$ cat src/rtl/wiscsc15_pkg.sv
// Shared constants for the WISC-SC15 core: opcode map, fetch FSM states and
// the default reset PC.
package wiscsc15_pkg;

    localparam logic [3:0] OP_ADD  = 4'h0;
    localparam logic [3:0] OP_SUB  = 4'h1;
    localparam logic [3:0] OP_NAND = 4'h2;
    localparam logic [3:0] OP_XOR  = 4'h3;
    localparam logic [3:0] OP_INC  = 4'h4;
    localparam logic [3:0] OP_SRA  = 4'h5;
    localparam logic [3:0] OP_SRL  = 4'h6;
    localparam logic [3:0] OP_SLL  = 4'h7;
    localparam logic [3:0] OP_LW   = 4'h8;
    localparam logic [3:0] OP_SW   = 4'h9;
    localparam logic [3:0] OP_LHB  = 4'hA;
    localparam logic [3:0] OP_LLB  = 4'hB;
    localparam logic [3:0] OP_B    = 4'hC;
    localparam logic [3:0] OP_CALL = 4'hD;
    localparam logic [3:0] OP_RET  = 4'hE;
    localparam logic [3:0] OP_HLT  = 4'hF;

    // Fetch FSM encoding
    localparam logic [1:0] ST_FETCH = 2'd0;
    localparam logic [1:0] ST_WAIT  = 2'd1;
    localparam logic [1:0] ST_HALT  = 2'd2;

    localparam logic [15:0] WISCSC15_RESET_PC = 16'h0000;

endpackage

$ cat src/rtl/wiscsc15_fetch_fifo.sv
// Synchronous prefetch FIFO with flush. Read data is the registered head
// entry, so a word pushed in cycle N is visible at the head in N+1.
module wiscsc15_fetch_fifo #(
    parameter int W     = 32,
    parameter int DEPTH = 4,
    parameter int CW    = $clog2(DEPTH) + 1
) (
    input  logic          clk,
    input  logic          rst,
    input  logic          push,
    input  logic [W-1:0]  wdata,
    input  logic          pop,
    input  logic          flush,
    output logic [W-1:0]  rdata,
    output logic [CW-1:0] count,
    output logic          empty
);
    localparam int PW = $clog2(DEPTH);

    logic [W-1:0]  mem [DEPTH];
    logic [PW-1:0] wr_ptr;
    logic [PW-1:0] rd_ptr;
    logic          full;
    logic          do_push;
    logic          do_pop;

    assign full    = (count == CW'(DEPTH));
    assign empty   = (count == '0);
    assign do_push = push && !full;
    assign do_pop  = pop && !empty;
    assign rdata   = mem[rd_ptr];

    // Pointer and occupancy tracking; flush discards everything queued.
    always_ff @(posedge clk) begin
        if (rst || flush) begin
            wr_ptr <= '0;
            rd_ptr <= '0;
            count  <= '0;
        end else begin
            if (do_push) wr_ptr <= wr_ptr + PW'(1);
            if (do_pop)  rd_ptr <= rd_ptr + PW'(1);
            count <= count + CW'(do_push) - CW'(do_pop);
        end
    end

    // Storage array, no reset needed: empty masks stale contents.
    always_ff @(posedge clk) begin
        if (do_push && !flush && !rst) mem[wr_ptr] <= wdata;
    end

endmodule

$ cat src/rtl/wiscsc15_fetch.sv
// WISC-SC15 instruction fetch unit: single-outstanding imem requests,
// prefetch FIFO towards decode, redirect flush and HLT stop.
// Optional macro WISCSC15_FETCH_PERF_EN adds perf_fetched/perf_stall counters.
module wiscsc15_fetch
    import wiscsc15_pkg::*;
#(
    parameter int               ADDR_W     = 16,
    parameter int               INSTR_W    = 16,
    parameter int               FIFO_DEPTH = 4,
    parameter logic [ADDR_W-1:0] RESET_PC  = ADDR_W'(WISCSC15_RESET_PC)
) (
    input  logic               clk,
    input  logic               rst,
    output logic               imem_req,
    output logic [ADDR_W-1:0]  imem_addr,
    input  logic               imem_ready,
    input  logic               imem_rvalid,
    input  logic [INSTR_W-1:0] imem_rdata,
    input  logic               redirect_valid,
    input  logic [ADDR_W-1:0]  redirect_pc,
    output logic               instr_valid,
    input  logic               instr_ready,
    output logic [INSTR_W-1:0] instr,
    output logic [ADDR_W-1:0]  instr_pc,
    output logic [3:0]         opcode,
    output logic               halted
`ifdef WISCSC15_FETCH_PERF_EN
    ,
    output logic [31:0]        perf_fetched,
    output logic [31:0]        perf_stall
`endif
);
    localparam int FW = INSTR_W + ADDR_W;
    localparam int CW = $clog2(FIFO_DEPTH) + 1;

    logic [1:0]        state;
    logic [ADDR_W-1:0] fetch_pc;
    logic [ADDR_W-1:0] req_pc;     // address of the outstanding request
    logic              drop;       // an orphaned response is still in flight
    logic              accept;
    logic              push;
    logic              pop;
    logic [FW-1:0]     head;
    logic [CW-1:0]     fifo_count;
    logic              fifo_empty;

    // Redirect withdraws the request so memory never sees an address we
    // would immediately discard.
    assign imem_req  = !rst && !redirect_valid && (state == ST_FETCH) && !drop &&
                       (fifo_count < CW'(FIFO_DEPTH));
    assign imem_addr = fetch_pc;
    assign accept    = imem_req && imem_ready;
    assign push      = !rst && !redirect_valid && (state == ST_WAIT) && imem_rvalid;
    assign pop       = !redirect_valid && instr_valid && instr_ready;

    assign instr_valid = !fifo_empty;
    assign instr       = fifo_empty ? '0 : head[FW-1 -: INSTR_W];
    assign instr_pc    = fifo_empty ? '0 : head[ADDR_W-1:0];
    assign opcode      = instr[INSTR_W-1 -: 4];
    assign halted      = (state == ST_HALT);

    wiscsc15_fetch_fifo #(
        .W     (FW),
        .DEPTH (FIFO_DEPTH),
        .CW    (CW)
    ) u_fifo (
        .clk   (clk),
        .rst   (rst),
        .push  (push),
        .wdata ({imem_rdata, req_pc}),
        .pop   (pop),
        .flush (redirect_valid),
        .rdata (head),
        .count (fifo_count),
        .empty (fifo_empty)
    );

    // Fetch FSM, PC and stale-response bookkeeping; redirect overrides all.
    always_ff @(posedge clk) begin
        if (rst) begin
            state    <= ST_FETCH;
            fetch_pc <= RESET_PC;
            req_pc   <= RESET_PC;
            drop     <= 1'b0;
        end else if (redirect_valid) begin
            state    <= ST_FETCH;
            fetch_pc <= redirect_pc;
            // A response still owed (WAIT, or already orphaned) must be eaten
            // unless it lands in this very cycle.
            drop     <= ((state == ST_WAIT) || drop) && !imem_rvalid;
        end else begin
            case (state)
                ST_FETCH: begin
                    if (drop && imem_rvalid) drop <= 1'b0;
                    if (accept) begin
                        req_pc   <= fetch_pc;
                        fetch_pc <= fetch_pc + ADDR_W'(1);
                        state    <= ST_WAIT;
                    end
                end
                ST_WAIT: begin
                    if (imem_rvalid)
                        state <= (imem_rdata[INSTR_W-1 -: 4] == OP_HLT) ? ST_HALT : ST_FETCH;
                end
                ST_HALT: state <= ST_HALT;
                default: state <= ST_FETCH;
            endcase
        end
    end

`ifdef WISCSC15_FETCH_PERF_EN
    // Words delivered into the buffer and decode-starved cycles.
    always_ff @(posedge clk) begin
        if (rst) begin
            perf_fetched <= '0;
            perf_stall   <= '0;
        end else begin
            if (push) perf_fetched <= perf_fetched + 32'd1;
            if (!instr_valid && !halted) perf_stall <= perf_stall + 32'd1;
        end
    end
`endif

endmodule
$ cat config.mk
export PLATFORM = sky130hd
export DESIGN_NAME = wiscsc15_fetch
export DESIGN_NICKNAME = d
export VERILOG_FILES = /design/src/rtl/wiscsc15_pkg.sv /design/src/rtl/wiscsc15_fetch_fifo.sv /design/src/rtl/wiscsc15_fetch.sv
export SDC_FILE = /design/constraint.sdc
export NUM_CORES = 1
export LEC_CHECK = 0
export CORE_AREA = 10 10 137 139
export CTS_CLUSTER_DIAMETER = 60
export DETAILED_ROUTE_END_ITERATION = 8
export DIE_AREA = 0 0 147 149
export MAX_ROUTING_LAYER = met4
export PLACE_DENSITY = 0.65
export SYNTH_ARGS = -nofsm -noshare
export SYNTH_HDL_FRONTEND = slang
export SYNTH_HIERARCHICAL = 1
export SYNTH_SLANG_ARGS = --single-unit
$ cat constraint.sdc
create_clock -name clk -period 2.6 [get_ports clk]
set_clock_uncertainty 0.1 [all_clocks]
set_input_delay 0.52 -clock clk [delete_from_list [all_inputs] [get_ports clk]]
set_output_delay 0.52 -clock clk [all_outputs]
set_load 0.005 [all_outputs]
==> flow_summary.toml <==
[status]
status = "completed"

[floorplanning]
num_io_pins = 93
die_w_um = 147
num_rows = 47
fp.dieH_um = 149
start_util_pct = 43.14
design.core.area_sq_mm = 0.01617
dieArea_sq_mm = 0.02190

[worst_setup_path]
worst_path_max_delay_cell = "mux4_2"
cp_data_required_time_ns = 1.98
cp-start-kind = "flip-flop"
critPathArrivalTime_ns = 1.95
max_stage_delay_ns = 0.50
r2r-end = "u_fifo/count[2]$_SDFF_PP0_"
path_max_fanout = 8
end_kind = "output pin"
critical_path.cell_chain = "buf_12 > buf_4 > buf_12 > mux4_2 > nor2b_1 > clkbuf_2"
cpMostUsedCell = "buf_12"
r2r_slack_ns = 0.13
worst-setup-path-type = "reg -> out"
reg2reg_depth = 11
cp-endpoint = "instr_pc[5]"
r2r_start = "state[0]$_SDFFE_PP0P_"

[detailed_routing]
routed.top_layer = "met4"
wl_um = 15380
vias_per_cell = 5.231
dr_wl_met2_um = 7162
wl_met3_um = 859
dr.first_iter.drc_count = 355
wl_per_cell_um = 18.60
drt-met1-wl_um = 7297
drt-pass1-iter-count = 5
vias = 4326
route.detailed.drc = 0
ant_nets = 0

[global_route]
grt_usage_pct = 14.91
grt_max_degree = 34
grt_pass1_wl_um = 24760
overflow = 0
grt_pass1_vias = 4564
antenna_found_initial = 0

[synthesis]
avgSynthCellArea_sq_um = 15.10
syn_nets = 508
yosysWarningCount = 6
yosysTopAreaCell = "edfxtp_1"
syn_area_sq_mm = 0.006977
ys_ff_latch = 172
ys_types = 55
netlist_instances = 462
ys_seq_area_share_pct = 67.72
synthTopCellsByArea = "edfxtp_1 (55%), dfxtp_1 (13%), mux4_2 (10%)"
netlist.area_leader.share_pct = 55.09
synthArstFlopShare_pct = 0
ys.flop_type = "edfxtp_1"
synth_edf_count = 128

[clock_tree]
htree_levels = 4
clk_latency_ns = 0.42
clk_path_buf_depth = 2
clock-root-buffer = "clkbuf_16"
cts_buffers = 17
clkSlewWorstSetupHoldPaths_ns = 0.06
ctsHoldBuffers = 0
cts_tree = "built"
clkSinkCount = 172

[power]
p_seq_share_pct = 52.3
power_frac_comb_pct = 4.2
p_total_w = 0.005706
power.internal_w = 0.004583
leakage_nw = 3.148
power.density_mw_per_mm2 = 631.0
vdd_drop_max_v = 0.0005053
power.switching_w = 0.001124
netSwitchingFraction_pct = 19.69
clock_power_share_pct = 43.5

[hold_path]
holdCritPathClass = "reg -> reg"
min-delay-start = "u_fifo/rd_ptr[0]$_SDFFE_PP0P_"

[sta]
hold_slack_ns = 0.3914
finalSetupViolCount = 0
hold_viol_final = 0
maxSlewViolCount = 0
postLayoutSetupSlackWorst_ns = 0.02702
max-slew-margin-rel_pct = 68.31
max_freq_mhz = 388.7
fin_crit_sh_pct = 98.96
final.min_clock_period_ns = 2.573
tns_ns = 0
tightest_slew_ns = 0.4710
rsz0062_at_grt = "true"

[final_layout]
antennaDiodeCount = 0
final_area_sq_mm = 0.009042
nets = 640
final_cell_mix = "edfxtp_1 (128), clkdlybuf4s50_1 (53), nand2_1 (46)"
final_common_cell = "edfxtp_1"
drive_above_1_share_pct = 24.05
synthToLayoutAreaGrowth_pct = 29.61

[placement]
dpl_cell_area_sq_mm = 0.008411
place.gp.congestion = 0.8006
io_buffers = 92
hpwlAfterDp_um = 9914
pre_cts_slack_ns = -0.4232

[flow_run]
maxCapViolCount = 0
==> final cells by class <==
cell class	count	area, sq um
clock inverter	13	150.1
clock buffer	19	432.9
fill	1287	7129
inverter	14	53.80
tap	220	275.3
sequential	172	4730
multi-input combinational	252	2112
timing repair buffer	137	1289
==> layer usage <==
metal  vias to the layer above  GRT usage (%)
met1                      2148          20.06
met4                         0          4.460
met5                         -              -
met3                         5          3.975
li1                       2036              -
met2                       137          21.81
==> registers in the layout (all words and copies together) (netlist names), named ones only <==
| register | count |
|---|---|
| drop | 1 |
| u_fifo/count | 3 |
| imem_addr | 16 |
| u_fifo/rd_ptr | 2 |
| req_pc | 16 |
| state | 2 |
| u_fifo/mem | 128 |
| u_fifo/wr_ptr | 2 |
==> timing repair <==
item	in CTS	in global routing
gates resized for setup	86	33
pin swaps	0	4
setup buffers	8	1
gates cloned	2	0
setup endpoints to repair	37	31
==> worst min-delay path by stage <==
stage | to | depth (start not counted) | slack, ns
finish | flip-flop | 2 | 0.39
global route | u_fifo/wr_ptr[1]$_SDFFE_PP0P_ | 2 | 0.42
CTS | u_fifo/wr_ptr[1]$_SDFFE_PP0P_ | 2 | 0.40
detailed placement | u_fifo/wr_ptr[1]$_SDFFE_PP0P_ | 2 | 0.39
global placement | u_fifo/wr_ptr[1]$_SDFFE_PP0P_ | 2 | 0.37
floorplan | req_pc[15]$_SDFFE_PP0P_ | 2 | 0.36
==> Yosys cell counts, drive strengths merged, types with 9 or more instances <==
cell    count
mux4       32
nor3       11
nand3      11
buf        12
clkbuf     12
nor2        9
a21oi      18
o21ai      12
inv        13
edfxtp    128
dfxtp      44
nor2b      35
nand2      46
==> power by group through the flow <==
stage               Clock [W]  Combinational (W)  Sequential [W]
global route          0.00266           0.000264         0.00299
floorplan                   0          0.0000782         0.00304
CTS                   0.00253           0.000243         0.00298
global placement            0           0.000238         0.00304
finish                0.00248           0.000240         0.00298
detailed placement          0           0.000242         0.00304
==> per-stage QoR <==
step                      utilization, %  std cells
final                              55.91        827
after global routing               55.91        827
after CTS                          56.33        828
after detailed placement           52.01        786
after global placement             52.01        786
after floorplan                        -        462
==> kinds of logic (layout without fill, tap and decap cells) <==
logic type	count (synthesis)	after routing	share of synthesized area [%]
multiplexers	34	34	10.62
XOR/XNOR	5	5	0.6277
flip-flops	172	172	67.72
adder cells (fa/ha/maj)	8	8	1.542
AND/OR/NAND/NOR	144	144	11.12
AO/OA/AOI/OAI	61	61	5.703
buffers and inverters	38	183	2.672
==> critical path: cells and delay by family (launching register included) <==
kind                   cells  cell delay [ns]
muxes                      1             0.50
and+or+nand+nor            1             0.17
DFF                        1             0.39
buffers and inverters      4             0.48
(Power assumes the default switching activity.)
